## src/rtl/composite_pkg.sv

```systemverilog
// composite_pkg: shared precision constants, level/burst defaults
// and the cosine table generator for the composite encoder.
package composite_pkg;

    localparam int COSINE_PRECISION_BITS = 7;
    localparam int YUV_PRECISION_BITS    = 8;
    localparam int COS_W = COSINE_PRECISION_BITS + 1;

    localparam int DEF_SYNC_LEVEL       = 0;
    localparam int DEF_BLANK_LEVEL      = 8;
    localparam int DEF_BLACK_LEVEL_NTSC = 9;
    localparam int DEF_BLACK_LEVEL_PAL  = 8;
    localparam int DEF_BURST_AMP_NTSC   = 64;
    localparam int DEF_BURST_AMP_PAL    = 45;

    // round(127*cos) over the first quarter of a 32-step circle.
    function automatic int cos_quarter(input int n);
        case (n)
            0:       return 127;
            1:       return 125;
            2:       return 117;
            3:       return 106;
            4:       return 90;
            5:       return 71;
            6:       return 49;
            7:       return 25;
            default: return 0;
        endcase
    endfunction

    // Entry k of a 2^phase_bits cosine table, folded from a quarter wave.
    function automatic logic signed [COS_W-1:0] cos_entry(
        input int k,
        input int phase_bits
    );
        int idx;
        int r;
        int m;
        idx = (phase_bits == 4) ? ((k * 2) % 32) : (k % 32);
        r   = idx % 8;
        case (idx / 8)
            0:       m = cos_quarter(r);
            1:       m = -cos_quarter(8 - r);
            2:       m = -cos_quarter(r);
            default: m = cos_quarter(8 - r);
        endcase
        return COS_W'(m);
    endfunction

endpackage

```

## src/rtl/subcarrier_lut.sv

```systemverilog
// subcarrier_lut: registered cos/sin lookup at the subcarrier phase.
// sin is read from the cosine table a quarter turn earlier.
module subcarrier_lut
    import composite_pkg::*;
#(
    parameter int PHASE_BITS = 4
) (
    input  logic                    i_clk,
    input  logic                    i_rst_n,
    input  logic [PHASE_BITS-1:0]   i_phase,
    output logic signed [COS_W-1:0] o_cos,
    output logic signed [COS_W-1:0] o_sin
);

    localparam int ENTRIES = 1 << PHASE_BITS;
    localparam logic [PHASE_BITS-1:0] QUARTER =
        PHASE_BITS'(ENTRIES / 4);

    logic signed [COS_W-1:0] w_cos_tab [ENTRIES];
    logic [PHASE_BITS-1:0]   w_sin_idx;
    logic signed [COS_W-1:0] r_cos;
    logic signed [COS_W-1:0] r_sin;

    for (genvar k = 0; k < ENTRIES; k++) begin : g_tab
        assign w_cos_tab[k] = cos_entry(k, PHASE_BITS);
    end

    assign w_sin_idx = i_phase - QUARTER;

    // Latch cos/sin in step with the stage-1 sample registers.
    always_ff @(posedge i_clk or negedge i_rst_n) begin
        if (!i_rst_n) begin
            r_cos <= '0;
            r_sin <= '0;
        end else begin
            r_cos <= w_cos_tab[i_phase];
            r_sin <= w_cos_tab[w_sin_idx];
        end
    end

    assign o_cos = r_cos;
    assign o_sin = r_sin;

endmodule

```

## src/rtl/composite_encoder.sv

```systemverilog
// composite_encoder: 4-stage NTSC/PAL composite sample pipeline.
// Define COMPOSITE_ENCODER_SATURATE_EN to clip instead of wrap.
module composite_encoder
    import composite_pkg::*;
#(
    parameter int DAC_BITS         = 5,
    parameter int PHASE_BITS       = 4,
    parameter int DAC_LEVEL_SHIFT  = 11,
    parameter int SYNC_LEVEL       = DEF_SYNC_LEVEL,
    parameter int BLANK_LEVEL      = DEF_BLANK_LEVEL,
    parameter int BLACK_LEVEL_NTSC = DEF_BLACK_LEVEL_NTSC,
    parameter int BLACK_LEVEL_PAL  = DEF_BLACK_LEVEL_PAL,
    parameter int BURST_AMP_NTSC   = DEF_BURST_AMP_NTSC,
    parameter int BURST_AMP_PAL    = DEF_BURST_AMP_PAL
) (
    input  logic                  phaseClock,
    input  logic                  resetN,
    input  logic                  palMode,
    input  logic [PHASE_BITS-1:0] subcarrierPhase,
    input  logic                  fieldStart,
    input  logic                  oddField,
    input  logic                  lineStart,
    input  logic                  sync,
    input  logic                  burst,
    input  logic                  blank,
    input  logic signed [8:0]     y,
    input  logic signed [8:0]     u,
    input  logic signed [8:0]     v,
    output logic [DAC_BITS-1:0]   dacSample,
    output logic                  vSwitch
);

    localparam int YW = YUV_PRECISION_BITS + 1;
    localparam int SW = DAC_LEVEL_SHIFT + DAC_BITS + 4;

    localparam logic [DAC_BITS-1:0] L_SYNC  = DAC_BITS'(SYNC_LEVEL);
    localparam logic [DAC_BITS-1:0] L_BLANK = DAC_BITS'(BLANK_LEVEL);
    localparam logic [DAC_BITS-1:0] L_BLK_N = DAC_BITS'(BLACK_LEVEL_NTSC);
    localparam logic [DAC_BITS-1:0] L_BLK_P = DAC_BITS'(BLACK_LEVEL_PAL);

    localparam logic signed [YW-1:0] U_BST_N = YW'(-BURST_AMP_NTSC);
    localparam logic signed [YW-1:0] U_BST_P = YW'(-BURST_AMP_PAL);
    localparam logic signed [YW-1:0] V_BST_P = YW'(BURST_AMP_PAL);

    localparam logic [SW-1:0] L_ROUND = SW'(1) << (DAC_LEVEL_SHIFT - 1);
    localparam logic [SW-1:0] BLANK_TERM =
        (SW'(L_BLANK) << DAC_LEVEL_SHIFT) + L_ROUND;

    logic [DAC_BITS-1:0]     w_level;
    logic signed [YW-1:0]    w_y;
    logic signed [YW-1:0]    w_u;
    logic signed [YW-1:0]    w_v;
    logic signed [COS_W-1:0] w_cos;
    logic signed [COS_W-1:0] w_sin;
    logic signed [SW-1:0]    w_uprod;
    logic signed [SW-1:0]    w_vprod;
    logic [SW-1:0]           w_lvl_term;
    logic [DAC_BITS-1:0]     w_dac;

    logic                    r_vswitch;
    logic [DAC_BITS-1:0]     r_s1_level;
    logic signed [YW-1:0]    r_s1_y;
    logic signed [YW-1:0]    r_s1_u;
    logic signed [YW-1:0]    r_s1_v;
    logic                    r_s1_neg;
    logic signed [SW-1:0]    r_s2_y;
    logic signed [SW-1:0]    r_s2_u;
    logic signed [SW-1:0]    r_s2_v;
    logic signed [SW-1:0]    r_s2_lvl;
    logic signed [SW-1:0]    r_s3_sum;
    logic [DAC_BITS-1:0]     r_dac;

    subcarrier_lut #(
        .PHASE_BITS (PHASE_BITS)
    ) u_lut (
        .i_clk   (phaseClock),
        .i_rst_n (resetN),
        .i_phase (subcarrierPhase),
        .o_cos   (w_cos),
        .o_sin   (w_sin)
    );

    // Track the PAL V-switch; a field start overrides a line toggle.
    always_ff @(posedge phaseClock or negedge resetN) begin
        if (!resetN) begin
            r_vswitch <= 1'b0;
        end else if (!palMode) begin
            r_vswitch <= 1'b0;
        end else if (fieldStart) begin
            r_vswitch <= oddField;
        end else if (lineStart) begin
            r_vswitch <= ~r_vswitch;
        end
    end

    // Pick level and Y/U/V by timing priority sync > burst > blank.
    always_comb begin
        w_level = L_BLANK;
        w_y     = '0;
        w_u     = '0;
        w_v     = '0;
        if (sync) begin
            w_level = L_SYNC;
        end else if (burst) begin
            w_u = palMode ? U_BST_P : U_BST_N;
            w_v = palMode ? V_BST_P : '0;
        end else if (!blank) begin
            w_level = palMode ? L_BLK_P : L_BLK_N;
            w_y     = y;
            w_u     = u;
            w_v     = v;
        end
    end

    // Stage 1: latch the selected sample and its V-switch sign.
    always_ff @(posedge phaseClock or negedge resetN) begin
        if (!resetN) begin
            r_s1_level <= L_BLANK;
            r_s1_y     <= '0;
            r_s1_u     <= '0;
            r_s1_v     <= '0;
            r_s1_neg   <= 1'b0;
        end else begin
            r_s1_level <= w_level;
            r_s1_y     <= w_y;
            r_s1_u     <= w_u;
            r_s1_v     <= w_v;
            r_s1_neg   <= palMode & r_vswitch;
        end
    end

    assign w_uprod    = SW'(r_s1_u) * SW'(w_cos);
    assign w_vprod    = SW'(r_s1_v) * SW'(w_sin);
    assign w_lvl_term = (SW'(r_s1_level) << DAC_LEVEL_SHIFT) + L_ROUND;

    // Stage 2: scale luma, modulate chroma, pre-round the level.
    always_ff @(posedge phaseClock or negedge resetN) begin
        if (!resetN) begin
            r_s2_y   <= '0;
            r_s2_u   <= '0;
            r_s2_v   <= '0;
            r_s2_lvl <= BLANK_TERM;
        end else begin
            r_s2_y   <= SW'(r_s1_y) <<< COSINE_PRECISION_BITS;
            r_s2_u   <= w_uprod;
            r_s2_v   <= r_s1_neg ? -w_vprod : w_vprod;
            r_s2_lvl <= w_lvl_term;
        end
    end

    // Stage 3: sum all terms at a width that cannot overflow.
    always_ff @(posedge phaseClock or negedge resetN) begin
        if (!resetN) begin
            r_s3_sum <= BLANK_TERM;
        end else begin
            r_s3_sum <= r_s2_y + r_s2_u + r_s2_v + r_s2_lvl;
        end
    end

`ifdef COMPOSITE_ENCODER_SATURATE_EN
    localparam logic signed [SW-1:0] DAC_MAX = SW'((1 << DAC_BITS) - 1);
    logic signed [SW-1:0] w_shift;

    assign w_shift = r_s3_sum >>> DAC_LEVEL_SHIFT;

    // Clip the scaled sum into the DAC code range.
    always_comb begin
        w_dac = w_shift[DAC_BITS-1:0];
        if (w_shift[SW-1]) begin
            w_dac = '0;
        end else if (w_shift > DAC_MAX) begin
            w_dac = '1;
        end
    end
`else
    assign w_dac = DAC_BITS'(r_s3_sum >>> DAC_LEVEL_SHIFT);
`endif

    // Stage 4: register the DAC code.
    always_ff @(posedge phaseClock or negedge resetN) begin
        if (!resetN) begin
            r_dac <= L_BLANK;
        end else begin
            r_dac <= w_dac;
        end
    end

    assign dacSample = r_dac;
    assign vSwitch   = r_vswitch;

endmodule

```

## config.mk

```make
export PLATFORM = sky130hd
export DESIGN_NAME = composite_encoder
export DESIGN_NICKNAME = d
export VERILOG_FILES = /design/src/rtl/composite_pkg.sv /design/src/rtl/subcarrier_lut.sv /design/src/rtl/composite_encoder.sv
export SDC_FILE = /design/constraint.sdc
export NUM_CORES = 1
export LEC_CHECK = 0
export CAP_MARGIN = 25
export CORE_UTILIZATION = 33
export CTS_CLUSTER_SIZE = 14
export DETAILED_ROUTE_END_ITERATION = 12
export PLACE_DENSITY = 0.58
export SLEW_MARGIN = 20
export SYNTH_ARGS = -nofsm -noshare
export SYNTH_HDL_FRONTEND = slang
export SYNTH_SLANG_ARGS = --single-unit
```

## constraint.sdc

```tcl
create_clock -name phaseClock -period 5.25 [get_ports phaseClock]
set_input_delay 0.525 -clock phaseClock [delete_from_list [all_inputs] [get_ports phaseClock]]
set_output_delay 0.525 -clock phaseClock [all_outputs]
set_load 0.02 [all_outputs]
```

# Word level (Yosys, flattened, before mapping)
# Memories as Yosys holds them, arrays and structs flattened. A register that Yosys moved wholly into a read port is not among the register bits.
# Index checks and enable logic that the tools add are counted.
# W data, S select, Z words.
totals:
  output_inout_bits: 6
  ff_bits: 112
  wordCells: 48
  rom_bits: 256
  n_memories: 2
op_classes:
  mux: 19
  n_eq_ne: 1
  n_mul: 2
  reduce_logical: 2
  bitwise_logic: 4
  add_sub_neg: 6
mem_list:
  columns: ["name", "depth", "width", "rd", "rd_clocked_by_memory_dff", "write_ports", "line", "rtl"]
  rows:
  - ["(no name shown)", 16, 8, 1, 1, 0, "subcarrier_lut.sv:37", "r_sin <= w_cos_tab[w_sin_idx];"]
  - ["(no name shown)", 16, 8, 1, 1, 0, "subcarrier_lut.sv:36", "r_cos <= w_cos_tab[i_phase];"]
op_table:
  columns: ["cell", "n"]
  rows:
  - ["$mux W9", 9]
  - ["$add A16 B16 Y16", 3]
  - ["$mul A9 B8 Y16", 2]
  - ["$add A16 B11 Y16 const B", 1]
  - ["$mux W16", 1]
  - ["$neg A16 Y16", 1]
  - ["$not A4 Y5", 2]
  - ["$mux W1", 6]
  - ["$mux W6", 1]
  - ["$mux W5", 1]
  - ["$mux W4", 1]
  - ["$sub A4 B3 Y4 const B", 1]
  - ["$ne A3 B1 Y1 const B", 1]
  - ["$logic_not A1 Y1", 2]
  - ["$and A1 B1 Y1", 1]
  - ["$not A1 Y1", 1]

# Longest topological paths before layout
logic_depth:
  depth_word: 4
  mapped_depth: 18
  mapped_depth_nobuf: 17

# Hierarchy
# From an unflattened synthesis, not the netlist that was laid out.
hier_totals:
  cells_unflattened: 936
  hier_area_um2: 9536.6
modules_own_cells:
  columns: ["mod", "area_each_um2", "seq_area_each_um2", "instances", "cells_each"]
  rows:
  - ["composite_encoder", 8715.9, 2107.0, 1, 861]
  - ["subcarrier_lut", 820.8, 400.4, 1, 75]

# Least setup slack after synthesis
# No wires, ideal clock.
synth_path:
  kind: "register to register"
  startpoint: "reg u_lut.r_sin[2], in the netlist u_lut.o_sin[2]"
  endpoint: "reg r_s2_v[15]"
  path_buffers: 1
  synth_period_minus_slack_ns: 4.621
  path_stages_with_launch: 18
  setup_slack_ns: 0.629
  t_arrival_ns: 4.487
  path_cell_list: "dfrtp_1 clkbuf_1 nand2_1 fa_1 fa_1 inv_1 fa_1 inv_1 fa_1 inv_1 ha_1 o21a_1 a2111oi_4 o21bai_2 or4_4 nand4_2 o31ai_1 xnor3_1"
synth_via:
  elab_chain_len: 3
synth_rtl:
  columns: ["element", "line", "rtl"]
  rows:
  - ["start: declaration", "subcarrier_lut.sv:22", "logic signed [COS_W-1:0] r_sin;"]
  - ["$mul A9 B8 Y16 (*)", "composite_encoder.sv:133", "assign w_vprod = SW'(r_s1_v) * SW'(w_sin);"]
  - ["$neg A16 Y16", "composite_encoder.sv:146", "r_s2_v <= r_s1_neg ? -w_vprod : w_vprod;"]
  - ["$mux W16 (*)", "composite_encoder.sv:146", null]
  - ["end signal: assignment", "composite_encoder.sv:146", null]
  - ["end: declaration", "composite_encoder.sv:68", "logic signed [SW-1:0] r_s2_v;"]
# Every way passes the cells marked *; elsewhere a longest branch is shown, timed or not.
# A chain may end at the register's enable or synchronous reset.

# Worst setup path after layout
# Same ends and word-level chain as after synthesis.

==> flow_metrics.env <==
export IMPL_status="complete, no violations"
export IMPL_ys_ff_latch=100
export IMPL_setup_viol=0
export IMPL_finalWirelength_um=18700
export IMPL_syn_mean_instance_area_um2=10.2
export IMPL_tightest_slew_ns=0.846
export IMPL_layout_cells_non_filler=1348
export IMPL_placementRows=61
export IMPL_syn_area_mm2=0.00943
export IMPL_irDropWorstVdd_mv=0.181
export IMPL_die_w_um=171
export IMPL_cp_arrival_ns=5.08
export IMPL_tns_ns=0
export IMPL_fin_nets=1223
export IMPL_antenna_found_initial=0
export IMPL_drtAntennaViolNets=0
export IMPL_total_power_mw=3.73
export IMPL_cts_buffers=9
export IMPL_finalWorstSetupSlack_ns=0.412
export IMPL_maxCapViolations=0
export IMPL_slew_headroom_pct=43.6
export IMPL_gp_congestion=0.828
export IMPL_yosysWarningCount=0
export IMPL_holdWs_ns=0.104
export IMPL_fmax_ghz=0.207
export IMPL_start_util_pct=33.7
export IMPL_grt_setup_unrepaired="no"
export IMPL_vias=6016
export IMPL_design_core_area_mm2=0.0279
export IMPL_drc=0
export IMPL_worst_path_max_fanout=9
export IMPL_end_kind="flop"
export IMPL_path_class="flop to flop"
export IMPL_multi_input_area_mm2=0.00621
export IMPL_grt_max_degree=69
export IMPL_finalClockSkew_ns=0.0114
export IMPL_synth_nets=1180
export IMPL_synth_main_ff_cell="dfrtp_1"
export IMPL_powerDensity_mw_per_mm2=352
export IMPL_syn_inst=921
export IMPL_period_share_pct=92.2
export IMPL_area_delta_synth_final_pct=12.5
export IMPL_grt_pass1_vias=6361
export IMPL_synth_edf_count=0
export IMPL_design_area_mm2=0.0106
export IMPL_portBuffers=45
export IMPL_fp_dieH_um=171
export IMPL_hold_buffers=0
export IMPL_place_hpwl_um=15300
export IMPL_firstDrtPassIters=5
export IMPL_hold_viol=0
export IMPL_layout_common_cells="171 x inv_1, 126 x fa_1, 101 x and2_1"
export IMPL_dr_first_iter_drc_count=301
export IMPL_seq_area_mm2=0.00251
export IMPL_cts_buffer_depth=2
export IMPL_synth_seq_area_share_pct=26.6
export IMPL_clock_latency_ns=0.36
export IMPL_dieArea_mm2=0.0292
export IMPL_layout_commonest_cell="inv_1"
export IMPL_synthArstFlopShare_pct=100
export IMPL_slew_violations=0
export IMPL_post_cts_resized=0
export IMPL_cts_sinks=100
export IMPL_wire_per_inst_um=13.9
export IMPL_overflow=0
export IMPL_via_per_inst=4.46
export IMPL_crit_path_start_kind="flop"
export IMPL_dp_cells=1331
export IMPL_postCtsSetupBuffers=0
export IMPL_path_clk_slew_ns=0.08
export IMPL_ios=46
export IMPL_dpl_worst_slack_ns=0.418
export IMPL_synth_cell_types=51
export IMPL_tritoncts="done"
export IMPL_cts_htree_levels=3
export IMPL_grt_pass1_wl_um=32000
export IMPL_cts_root_buf="clkbuf_16"
export IMPL_track_usage_pct=14.1
export IMPL_fin_util_pct=38.0
export IMPL_place_area_mm2=0.0103
export IMPL_worstPathRequired_ns=5.49
export IMPL_fillCellCount=2820
export IMPL_hold_path_class="primary input to asynchronous set/reset pin"
export IMPL_min_period_ns=4.84
export IMPL_p_leak_nw=5.14
export IMPL_drive_gt1_share_pct=3.41
logic make-up after synthesis:
group           count (synthesis)  share of synthesized area (%)
xor+xnor                       57                           5.44
fa+ha+maj                     219                           39.1
simple gates                  246                           13.6
compound gates                106                           7.25
flops                         100                           26.6
mux                             4                          0.451
buf+inv                       189                           7.54
cell usage after synthesis, types with 14 or more instances:
cell type | number | area share (%)
a21oi_1 | 33 | 1.8
and2_1 | 101 | 6.7
clkbuf_1 | 16 | 0.64
dfrtp_1 | 96 | 25
fa_1 | 126 | 27
ha_1 | 93 | 12
inv_1 | 171 | 6.8
nand2_1 | 76 | 3.0
nor2_1 | 28 | 1.1
o21ai_0 | 23 | 1.2
xnor2_1 | 42 | 3.9
xor2_1 | 14 | 1.3
sequential cells by signal (all words and copies together) (netlist names):
signal,count
r_s1_u,9
r_s2_u,16
r_s1_y,9
r_s1_neg,1
r_s3_sum,5
r_s2_y,9
dacSample,5
vSwitch,1
u_lut.o_sin,8
r_s2_lvl,2
u_lut.o_cos,8
r_s2_v,16
r_s1_level,2
r_s1_v,9
power breakdown:
part | internal (mW) | total, mW | switching, mW
Sequential | 0.952 | 1.07 | 0.118
Combinational | 0.924 | 2.01 | 1.09
Clock | 0.330 | 0.646 | 0.316
final timing paths:
kind / from / end / slack (ns) / depth (start not counted)
min in group phaseClock: r_s3_sum[11] / dacSample[0] / 0.35 / 0
hold reg to reg: r_s3_sum[11] / dacSample[0] / 0.35 / 0
hold / removal: resetN / dacSample[2] / 0.10 / 1
max in group asynchronous: resetN / u_lut.o_sin[4] / 3.94 / 2
setup reg to reg: u_lut.o_sin[2] / r_s2_v[15] / 0.41 / 16
setup / recovery: u_lut.o_sin[2] / r_s2_v[15] / 0.41 / 16
critical path, cell delays in order, from the launching register on:
cell and delay, ns:
dfrtp_1 0.50, nand2_1 0.13, fa_1 0.53, fa_1 0.54, inv_1 0.05, fa_1 0.48
inv_1 0.05, fa_1 0.47, inv_1 0.04, ha_1 0.32, o21a_1 0.24, a2111oi_4 0.37
o21bai_2 0.14, nor3_1 0.20, o22ai_1 0.14, o31ai_1 0.27, xnor3_1 0.26
layout make-up:
| type | count | share of cell area (%) |
|---|---|---|
| antenna | 1 | 0.0236 |
| multi-input combinational | 632 | 58.6 |
| clock buffer | 9 | 2.12 |
| sequential | 100 | 23.6 |
| tap | 378 | 4.46 |
| inverter | 172 | 6.09 |
| clock inverter | 7 | 0.566 |
| timing repair buffer | 49 | 4.51 |
metal layers:
| metal | track usage (%) | vias up | wire, um |
|---|---|---|---|
| met1 | 19.8 | 2939 | 9260 |
| met3 | 2.59 | 18 | 658 |
| li1 | - | 2962 | - |
| met2 | 22.4 | 97 | 8570 |
| met4 | 3.45 | 0 | 217 |
| met5 | 0 | - | 0 |
(Power assumes the default switching activity.)
